## config.mk

```make
export PLATFORM = sky130hd
export DESIGN_NAME = bitonic_pair_feeder
export DESIGN_NICKNAME = d
export VERILOG_FILES = /design/src/rtl/bitonic_pkg.sv /design/src/rtl/bitonic_pair_fifo.sv /design/src/rtl/bitonic_pair_feeder.sv
export SDC_FILE = /design/constraint.sdc
export NUM_CORES = 1
export LEC_CHECK = 0
export ABC_AREA = 0
export CAP_MARGIN = 20
export CELL_PAD_IN_SITES_DETAIL_PLACEMENT = 0
export CELL_PAD_IN_SITES_GLOBAL_PLACEMENT = 1
export CORE_ASPECT_RATIO = 2
export CORE_UTILIZATION = 45
export DETAILED_ROUTE_END_ITERATION = 12
export GPL_TIMING_DRIVEN = 1
export PLACE_DENSITY_LB_ADDON = 0.1
export REMOVE_ABC_BUFFERS = 1
export SYNTH_ARGS = -nofsm -noshare
export SYNTH_HDL_FRONTEND = slang
export SYNTH_SLANG_ARGS = --single-unit
```

## constraint.sdc

```tcl
create_clock -name clk -period 8.03 [get_ports clk]
set_input_delay 1.606 -clock clk [delete_from_list [all_inputs] [get_ports clk]]
set_output_delay 1.606 -clock clk [all_outputs]
set_load 0.01 [all_outputs]
```

## src/rtl/bitonic_pkg.sv

```systemverilog
// Shared types and constants for the bitonic sort pipeline.
package bitonic_pkg;

    localparam int unsigned DATA_W = 32;

    // B operand used to complete a pair when a block ends on an odd word.
    localparam logic [DATA_W-1:0] PAD_VALUE = {DATA_W{1'b1}};

    localparam logic DIR_ASC  = 1'b0;
    localparam logic DIR_DESC = 1'b1;

    typedef struct packed {
        logic [DATA_W-1:0] a;
        logic [DATA_W-1:0] b;
        logic              dir;
        logic              last;
    } pair_t;

    typedef enum logic {
        StEmpty,
        StHold
    } feed_state_e;

endpackage

```

## src/rtl/bitonic_pair_fifo.sv

```systemverilog
// Synchronous FIFO of operand pairs with fall-through read data.
module bitonic_pair_fifo
    import bitonic_pkg::*;
#(
    parameter int unsigned DEPTH = 4
) (
    input  logic  clk,
    input  logic  rst,
    input  logic  push,
    input  pair_t wdata,
    input  logic  pop,
    output pair_t rdata,
    output logic  full,
    output logic  empty
);

    localparam int unsigned PtrW = $clog2(DEPTH);
    localparam int unsigned CntW = $clog2(DEPTH + 1);

    pair_t            mem_q [DEPTH];
    logic [PtrW-1:0]  wr_ptr_q;
    logic [PtrW-1:0]  rd_ptr_q;
    logic [CntW-1:0]  count_q;
    logic             do_push;
    logic             do_pop;

    assign full    = (count_q == CntW'(DEPTH));
    assign empty   = (count_q == '0);
    assign do_push = push && !full;
    assign do_pop  = pop && !empty;
    assign rdata   = mem_q[rd_ptr_q];

    // Storage array; contents need no reset since count gates visibility.
    always_ff @(posedge clk) begin
        if (do_push) begin
            mem_q[wr_ptr_q] <= wdata;
        end
    end

    // Pointers wrap naturally because DEPTH is a power of two.
    always_ff @(posedge clk or posedge rst) begin
        if (rst) begin
            wr_ptr_q <= '0;
            rd_ptr_q <= '0;
            count_q  <= '0;
        end else begin
            if (do_push) begin
                wr_ptr_q <= wr_ptr_q + 1'b1;
            end
            if (do_pop) begin
                rd_ptr_q <= rd_ptr_q + 1'b1;
            end
            case ({do_push, do_pop})
                2'b10:   count_q <= count_q + 1'b1;
                2'b01:   count_q <= count_q - 1'b1;
                default: count_q <= count_q;
            endcase
        end
    end

endmodule

```

## src/rtl/bitonic_pair_feeder.sv

```systemverilog
// Groups a word stream into direction-tagged pairs and issues them to the
// compare-exchange element, tracking its one-cycle latency for res_valid.
module bitonic_pair_feeder #(
    parameter int unsigned       DATA_W     = bitonic_pkg::DATA_W,
    parameter int unsigned       DIR_PERIOD = 1,
    parameter int unsigned       FIFO_DEPTH = 4,
    parameter logic [DATA_W-1:0] PAD_VALUE  = bitonic_pkg::PAD_VALUE
) (
    input  logic              clk,
    input  logic              rst,
    input  logic              s_valid,
    output logic              s_ready,
    input  logic [DATA_W-1:0] s_data,
    input  logic              s_last,
    input  logic              m_stall,
    output logic [DATA_W-1:0] A,
    output logic [DATA_W-1:0] B,
    output logic              dir,
    output logic              enable,
    output logic              res_valid,
    output logic              res_last
);

    import bitonic_pkg::*;

    localparam int unsigned CntW = (DIR_PERIOD > 1) ? $clog2(DIR_PERIOD) : 1;

    feed_state_e       state_q, state_d;
    logic [DATA_W-1:0] hold_q, hold_d;
    logic [CntW-1:0]   pair_cnt_q, pair_cnt_d;
    logic              cur_dir_q, cur_dir_d;
    logic              last_q;

    pair_t             push_pair;
    pair_t             pop_pair;
    logic              push;
    logic              pop;
    logic              fifo_full;
    logic              fifo_empty;
    logic              xfer;

    // Ready is held low throughout reset so no word is taken mid-clear.
    assign s_ready = !rst && !fifo_full;
    assign xfer    = s_valid && s_ready;
    assign pop     = !fifo_empty && !m_stall;

    bitonic_pair_fifo #(
        .DEPTH (FIFO_DEPTH)
    ) u_fifo (
        .clk   (clk),
        .rst   (rst),
        .push  (push),
        .wdata (push_pair),
        .pop   (pop),
        .rdata (pop_pair),
        .full  (fifo_full),
        .empty (fifo_empty)
    );

    // Pair assembly: hold the first word, push on the second or on a lone last.
    always_comb begin
        state_d   = state_q;
        hold_d    = hold_q;
        push      = 1'b0;
        push_pair = '0;
        case (state_q)
            StEmpty: begin
                if (xfer) begin
                    if (s_last) begin
                        push           = 1'b1;
                        push_pair.a    = s_data;
                        push_pair.b    = PAD_VALUE;
                        push_pair.last = 1'b1;
                    end else begin
                        hold_d  = s_data;
                        state_d = StHold;
                    end
                end
            end
            StHold: begin
                if (xfer) begin
                    push           = 1'b1;
                    push_pair.a    = hold_q;
                    push_pair.b    = s_data;
                    push_pair.last = s_last;
                    state_d        = StEmpty;
                end
            end
            default: state_d = StEmpty;
        endcase
        push_pair.dir = cur_dir_q;
    end

    // Direction counter: toggle every DIR_PERIOD pairs, restart ascending per block.
    always_comb begin
        pair_cnt_d = pair_cnt_q;
        cur_dir_d  = cur_dir_q;
        if (push) begin
            if (push_pair.last) begin
                pair_cnt_d = '0;
                cur_dir_d  = DIR_ASC;
            end else if (pair_cnt_q == CntW'(DIR_PERIOD - 1)) begin
                pair_cnt_d = '0;
                cur_dir_d  = !cur_dir_q;
            end else begin
                pair_cnt_d = pair_cnt_q + 1'b1;
            end
        end
    end

    // Assembly and direction state registers.
    always_ff @(posedge clk or posedge rst) begin
        if (rst) begin
            state_q    <= StEmpty;
            hold_q     <= '0;
            pair_cnt_q <= '0;
            cur_dir_q  <= DIR_ASC;
        end else begin
            state_q    <= state_d;
            hold_q     <= hold_d;
            pair_cnt_q <= pair_cnt_d;
            cur_dir_q  <= cur_dir_d;
        end
    end

    // Issue registers plus the one-cycle result-tracking pipeline.
    always_ff @(posedge clk or posedge rst) begin
        if (rst) begin
            A         <= '0;
            B         <= '0;
            dir       <= DIR_ASC;
            last_q    <= 1'b0;
            enable    <= 1'b0;
            res_valid <= 1'b0;
            res_last  <= 1'b0;
        end else begin
            enable    <= pop;
            res_valid <= enable;
            res_last  <= enable && last_q;
            if (pop) begin
                A      <= pop_pair.a;
                B      <= pop_pair.b;
                dir    <= pop_pair.dir;
                last_q <= pop_pair.last;
            end
        end
    end

endmodule
```

### Yosys cells after proc, flatten, opt, wreduce, memory -nomap -nowiden

Memories as Yosys holds them, arrays and structs flattened. A register that Yosys moved wholly into a read port is not among the register bits.
Cells that the tools add are included.

| storage, ports and cells | value |
|---|---|
| bits in registers | 45 |
| RAM bits | 264 |
| bits of input ports | 37 |
| output and inout bits | 69 |
| word-level logic and storage cells | 58 |
| memories kept | 1 |

| operators by class | value |
|---|---|
| add/sub/neg operators | 5 |
| eq/ne operators | 4 |
| multiplexer cells | 21 |
| bitwise gates (word level) | 2 |
| reductions and logical operators | 15 |

Memories:

| name | words | width | read ports | clocked after memory_dff | wr ports | RTL line | RTL |
|---|---|---|---|---|---|---|---|
| u_fifo.mem_q | 4 | 66 | 1 | 1 | 1 | bitonic_pair_fifo.sv:20 | `pair_t mem_q [DEPTH];` |

Operator list:

| kind | number |
|---|---|
| 2-to-1 mux 64 bit | 3 |
| one-hot mux 64 bit (2 select lines) | 1 |
| 2-to-1 mux 1 bit | 13 |
| logical AND 1 bit | 6 |
| one-hot mux 1 bit (2 select lines) | 3 |
| one-hot mux 3 bit (2 select lines) | 1 |
| zero test 1 bit | 5 |
| adder 2 x 1 -> 2 bit (second input constant) | 2 |
| adder 3 x 1 -> 3 bit (second input constant) | 1 |
| == test 3 bit (second input constant) | 1 |
| zero test 3 bit | 1 |
| AND reduction 3 bit | 1 |
| subtractor 3 x 1 -> 3 bit (second input constant) | 1 |
| == test 2 x 1 -> 1 bit (second input constant) | 1 |
| == test 2 bit (second input constant) | 1 |
| inequality test 2 x 1 -> 1 bit (second input constant) | 1 |
| inverter 1 bit | 2 |
| AND reduction 2 bit | 1 |
| nonzero test 2 bit | 1 |
| adder 1 bit (second input constant) | 1 |

### Longest topological paths before layout

| depth | value |
|---|---|
| depth in word-level cells | 9 |
| depth in mapped cells | 10 |
| mapped depth without buffers | 9 |

### Hierarchy

From an unflattened synthesis, not the netlist that was laid out.

| unflattened totals | value |
|---|---|
| cell total of the unflattened synthesis | 724 |
| area total of the unflattened synthesis | 14585.2 µm² |

Modules (own cells, without submodules):

| module | times used | cells an instance | area an instance (µm²) | seq. area each (µm²) |
|---|---|---|---|---|
| bitonic_pair_fifo | 1 | 383 | 9964.6 | 8102.8 |
| bitonic_pair_feeder | 1 | 341 | 4620.7 | 2577.5 |

### Worst setup path after synthesis

Ideal clock, no wire load.

| timing path | value |
|---|---|
| path type | input -> register |
| from | input s_last |
| to | memory u_fifo.mem_q[0][0] (netlist name) (enable) |
| setup time | 431 ps |
| arrival time | 3727 ps |
| required time | 7599 ps |
| slack | 3872 ps |
| stages | 3 |
| path buffers | 0 |
| path through | o21ai_0 -> nor3_1 -> and2_1 |

| on the way | value |
|---|---|
| longest elaborated chain between the ends | 6 |

Ends and longest elaborated chain:

| what | RTL line | RTL |
|---|---|---|
| start, declared | bitonic_pair_feeder.sv:14 | `input logic s_last,` |
| 2-to-1 mux 1 bit | bitonic_pair_feeder.sv:69 | `if (s_last) begin` |
| 2-to-1 mux 1 bit | bitonic_pair_feeder.sv:68 | `if (xfer) begin` |
| one-hot mux 1 bit (2 select lines) | bitonic_pair_feeder.sv:66 | `case (state_q)` |
| logical AND 1 bit | bitonic_pair_fifo.sv:29 | `assign do_push = push && !full;` |
| 2-to-1 mux 1 bit | bitonic_pair_fifo.sv:35 | `if (do_push) begin` |
| 2-to-1 mux 1 bit (not written as such) | bitonic_pair_fifo.sv:36 | `mem_q[wr_ptr_q] <= wdata;` |
| end, declared | bitonic_pair_fifo.sv:20 |  |

Every way passes these cells.

### Worst setup path in the final report

| timing path | value |
|---|---|
| from | input rst |
| to | output s_ready |

| on the way | value |
|---|---|
| longest elaborated chain between the ends | 2 |

Ends and longest elaborated chain:

| what | RTL line | RTL |
|---|---|---|
| start, declared | bitonic_pair_feeder.sv:10 | `input logic rst,` |
| zero test 1 bit (no source line) | - |  |
| logical AND 1 bit | bitonic_pair_feeder.sv:43 | `assign s_ready = !rst && !fifo_full;` |
| end, declared | bitonic_pair_feeder.sv:12 | `output logic s_ready,` |

Every way passes these cells.

==> impl_metrics.toml <==
[layout]
post_layout_nonfiller_instances = 1331
drive_gt1_share_pct = 26.44
final-seq-area_um2 = 10690
n_fill_cell = 2599
antenna-diode-count = 0
multi_input_area_um2 = 3740
finish.net_count = 921
syn2layout_area_growth_pct = 17.75

[timing]
rsz_0062_raised_after_global_routing = "false"
fin_skew_ns = 0.01110
tns_ns = 0
finalWorstPathRequiredPeriod_ns = 4.424
slew_violations = 0
timing.final.hold_violations = 0
max_slew_margin_pct = 26.84
report.final.setup_viol = 0
min_period_over_period_pct = 55.09
fmaxAchievable_mhz = 226.1
slew_at_the_pin_closest_to_its_max_slew_limit_ns = 1.097

[floorplanning]
top_level_ports = 106
dieHeight_um = 257.6
chipWidth_um = 129.8
full_die_area_um2 = 33440
row_count = 93
initial_core_util_pct = 45.61
fp.coreArea_um2 = 32230

[global_route]
grt-ovfl-total = 0
tot_gr_track_use_pct = 18.95
grt_pass1_wl_um = 46400
grt_max_degree = 69
grt_antenna_before_repair = 0
grt_pass1_vias = 8048
grt_most_used_layer = "met2"
grt_use_met3_pct = 2.672
grtUsageMet2_pct = 34.85
met1_track_demand_over_resource_in_global_routing_pct = 22.14

[worst_setup_path]
critical_path_required_ns = 6.42
arrival_ns = 2.82
crit_type = "in -> out"
critPathMaxFanout = 4
timing.critical_path.to_type = "output pin"
cp-start-kind = "input port"

[synthesis]
synth-warning-count = 0
yosys_register_bits = 374
yosysMostFrequentCell = "sky130_fd_sc_hd__edfxtp_1"
netlist_top_cells_area = "sky130_fd_sc_hd__edfxtp_1 54%, sky130_fd_sc_hd__dfrtp_1 19%, sky130_fd_sc_hd__mux4_2 10%, sky130_fd_sc_hd__mux2_2 6.1%, sky130_fd_sc_hd__mux2_4 1.8%"
synth_top_cells_by_count = "264 x sky130_fd_sc_hd__edfxtp_1, 110 x sky130_fd_sc_hd__dfrtp_1, 79 x sky130_fd_sc_hd__mux2_2, 66 x sky130_fd_sc_hd__mux4_2"
synth_async_sr_flop_share_pct = 29.41
synth-edff-count = 264
synth.distinct_cells = 37
synth_flop_cell = "sky130_fd_sc_hd__edfxtp_1"
syn-mean-instance-area_um2 = 18.95
synth.cell_area_um2 = 14700
synth_largest_type_area_fraction_pct = 53.92
synth_largest_area_cell = "sky130_fd_sc_hd__edfxtp_1"
syn_inst = 776
sequential_fraction_of_the_synthesis_area_pct = 72.65

[placement]
place_inst = 1268
dp.final_hpwl_um = 16460
buffer_ports.inserted = 105
place_congestion = 0.6760

[power]
vdd_ir_drop_max_mv = 0.2736
power.density_cell_area_nw_per_um2 = 361.7
static_leakage_nw = 6.050

[cts]
clk_transition_reported_paths_ns = 0.06
cts.repair.resized = 0
cts.htree.levels = 2
cts-hold-fix-buffers = 0
number_of_cts_inserted_buffers = 34
cts-root-buf = "sky130_fd_sc_hd__clkbuf_16"
post-cts-setup-buffers = 0
tritoncts = "yes"
ctsLongestPathBuffers = 3
numClockSinks = 374
insertion_delay_ns = 0.52

[drt]
detail_route.drc_violations = 0
route.detailed.wl_per_inst_um = 22.58
firstDrtPassIters = 7
vias = 7324
detail-route-antenna-nets = 0
post_drt_via_cell_ratio = 5.503
wirelength_um = 30060
number_of_design_rule_violations_left_by_the_first_detailed_router_iteration = 391

[run_status]
status = "completed"

[hold_path]
hold_class = "reg -> reg"

[job]
max_cap_viol_count = 0
==> metal layers <==
metal / part of all wire (%) / wire length, µm / up-vias
met1: 38 / 11310 / 3868
met2: 56 / 16800 / 191
met4: 2.4 / 726 / 0
met3: 4.1 / 1221 / 50
met5: 0 / 0 / -
li1: - / - / 3215
==> through the flow <==
stage / power, mW / util (%) / hold WS [ns] / setup WS (ns) / area [µm²]
final: 6.261 / 53.71 / 0.4078 / 3.606 / 17310
after global routing: 6.569 / 53.71 / 0.4209 / 3.513 / 17310
after CTS: 6.365 / 53.65 / 0.4135 / 3.599 / 17290
after detailed placement: 4.640 / 49.97 / 0.3866 / 3.387 / 16110
after global placement: 4.573 / 49.97 / 0.3815 / 3.497 / 16110
after floorplan: 3.907 / - / 0.4281 / 3.077 / 14420
==> cells in the final DEF, fill, tap and decap left out, types with 2 or more instances in the layout <==
cell / netlist / routed
sky130_fd_sc_hd__clkbuf_16: 0 / 38
sky130_fd_sc_hd__a21oi_1: 49 / 49
sky130_fd_sc_hd__ha_1: 5 / 5
sky130_fd_sc_hd__inv_1: 7 / 6
sky130_fd_sc_hd__xor2_1: 4 / 4
sky130_fd_sc_hd__clkinv_2: 0 / 7
sky130_fd_sc_hd__nor2b_1: 4 / 3
sky130_fd_sc_hd__clkbuf_1: 17 / 8
sky130_fd_sc_hd__mux2_1: 2 / 2
sky130_fd_sc_hd__mux2_2: 79 / 79
sky130_fd_sc_hd__nand3b_1: 17 / 17
sky130_fd_sc_hd__a22oi_1: 15 / 15
sky130_fd_sc_hd__mux2_4: 18 / 18
sky130_fd_sc_hd__nor3_1: 2 / 2
sky130_fd_sc_hd__and2_4: 0 / 4
sky130_fd_sc_hd__clkdlybuf4s50_1: 0 / 105
sky130_fd_sc_hd__xnor2_1: 2 / 2
sky130_fd_sc_hd__buf_4: 2 / 8
sky130_fd_sc_hd__clkbuf_8: 0 / 2
sky130_fd_sc_hd__bufinv_16: 0 / 4
sky130_fd_sc_hd__mux4_2: 66 / 66
sky130_fd_sc_hd__edfxtp_1: 264 / 264
sky130_fd_sc_hd__nand2_1: 18 / 17
sky130_fd_sc_hd__dfrtp_1: 110 / 107
sky130_fd_sc_hd__dfrtp_4: 0 / 3
sky130_fd_sc_hd__nor2_1: 49 / 49
==> kinds of logic after synthesis <==
group	synth area share, %
adders and majority gates	0.5617
muxes	18.22
buffers and inverters	2.119
xor gates and xnor gates	0.3574
and+or+nand+nor	3.472
AOI/OAI and AO/OA	2.621
DFF	72.65
==> state kept, by name, summed over array words and instances, names as in the netlist, 2 cells and up <==
name	cells
B	32
A	32
hold_q	32
u_fifo.count_q	3
u_fifo.mem_q	264
u_fifo.wr_ptr_q	2
u_fifo.rd_ptr_q	2
==> critical path, stage by stage <==
cell and delay (ns):
sky130_fd_sc_hd__clkdlybuf4s50_1 0.52, sky130_fd_sc_hd__nor2_1 0.14, sky130_fd_sc_hd__clkdlybuf4s50_1 0.55
==> final timing paths <==
path	start	to	slack (ns)	cells after the start
setup / recovery	rst	s_ready	3.61	3
hold reg to reg	enable$_DFF_PP0_	res_valid$_DFF_PP0_	0.41	0
min in group asynchronous	rst	res_valid$_DFF_PP0_	1.54	2
setup reg to reg	state_q$_DFF_PP0_	u_fifo.mem_q[3][37]$_DFFE_PP_	5.22	3
hold / removal	enable$_DFF_PP0_	res_valid$_DFF_PP0_	0.41	0
max in group asynchronous	rst	u_fifo.rd_ptr_q[1]$_DFFE_PP0P_	5.34	4
==> report_power, final <==
group	internal [mW]	switching (mW)
sequential	2.51	0.334
combinational	1.00	0.703
clock	1.01	0.699
==> layout make-up <==
class	count	area share, %
Sequential cell	374	61.76
Timing Repair Buffer	114	6.534
Tap cell	427	3.086
Multi-Input combinational cell	347	21.60
Clock buffer	48	5.825
Inverter	7	0.1807
Clock inverter	14	1.012
No activity file was read; power rests on OpenSTA's default activity.
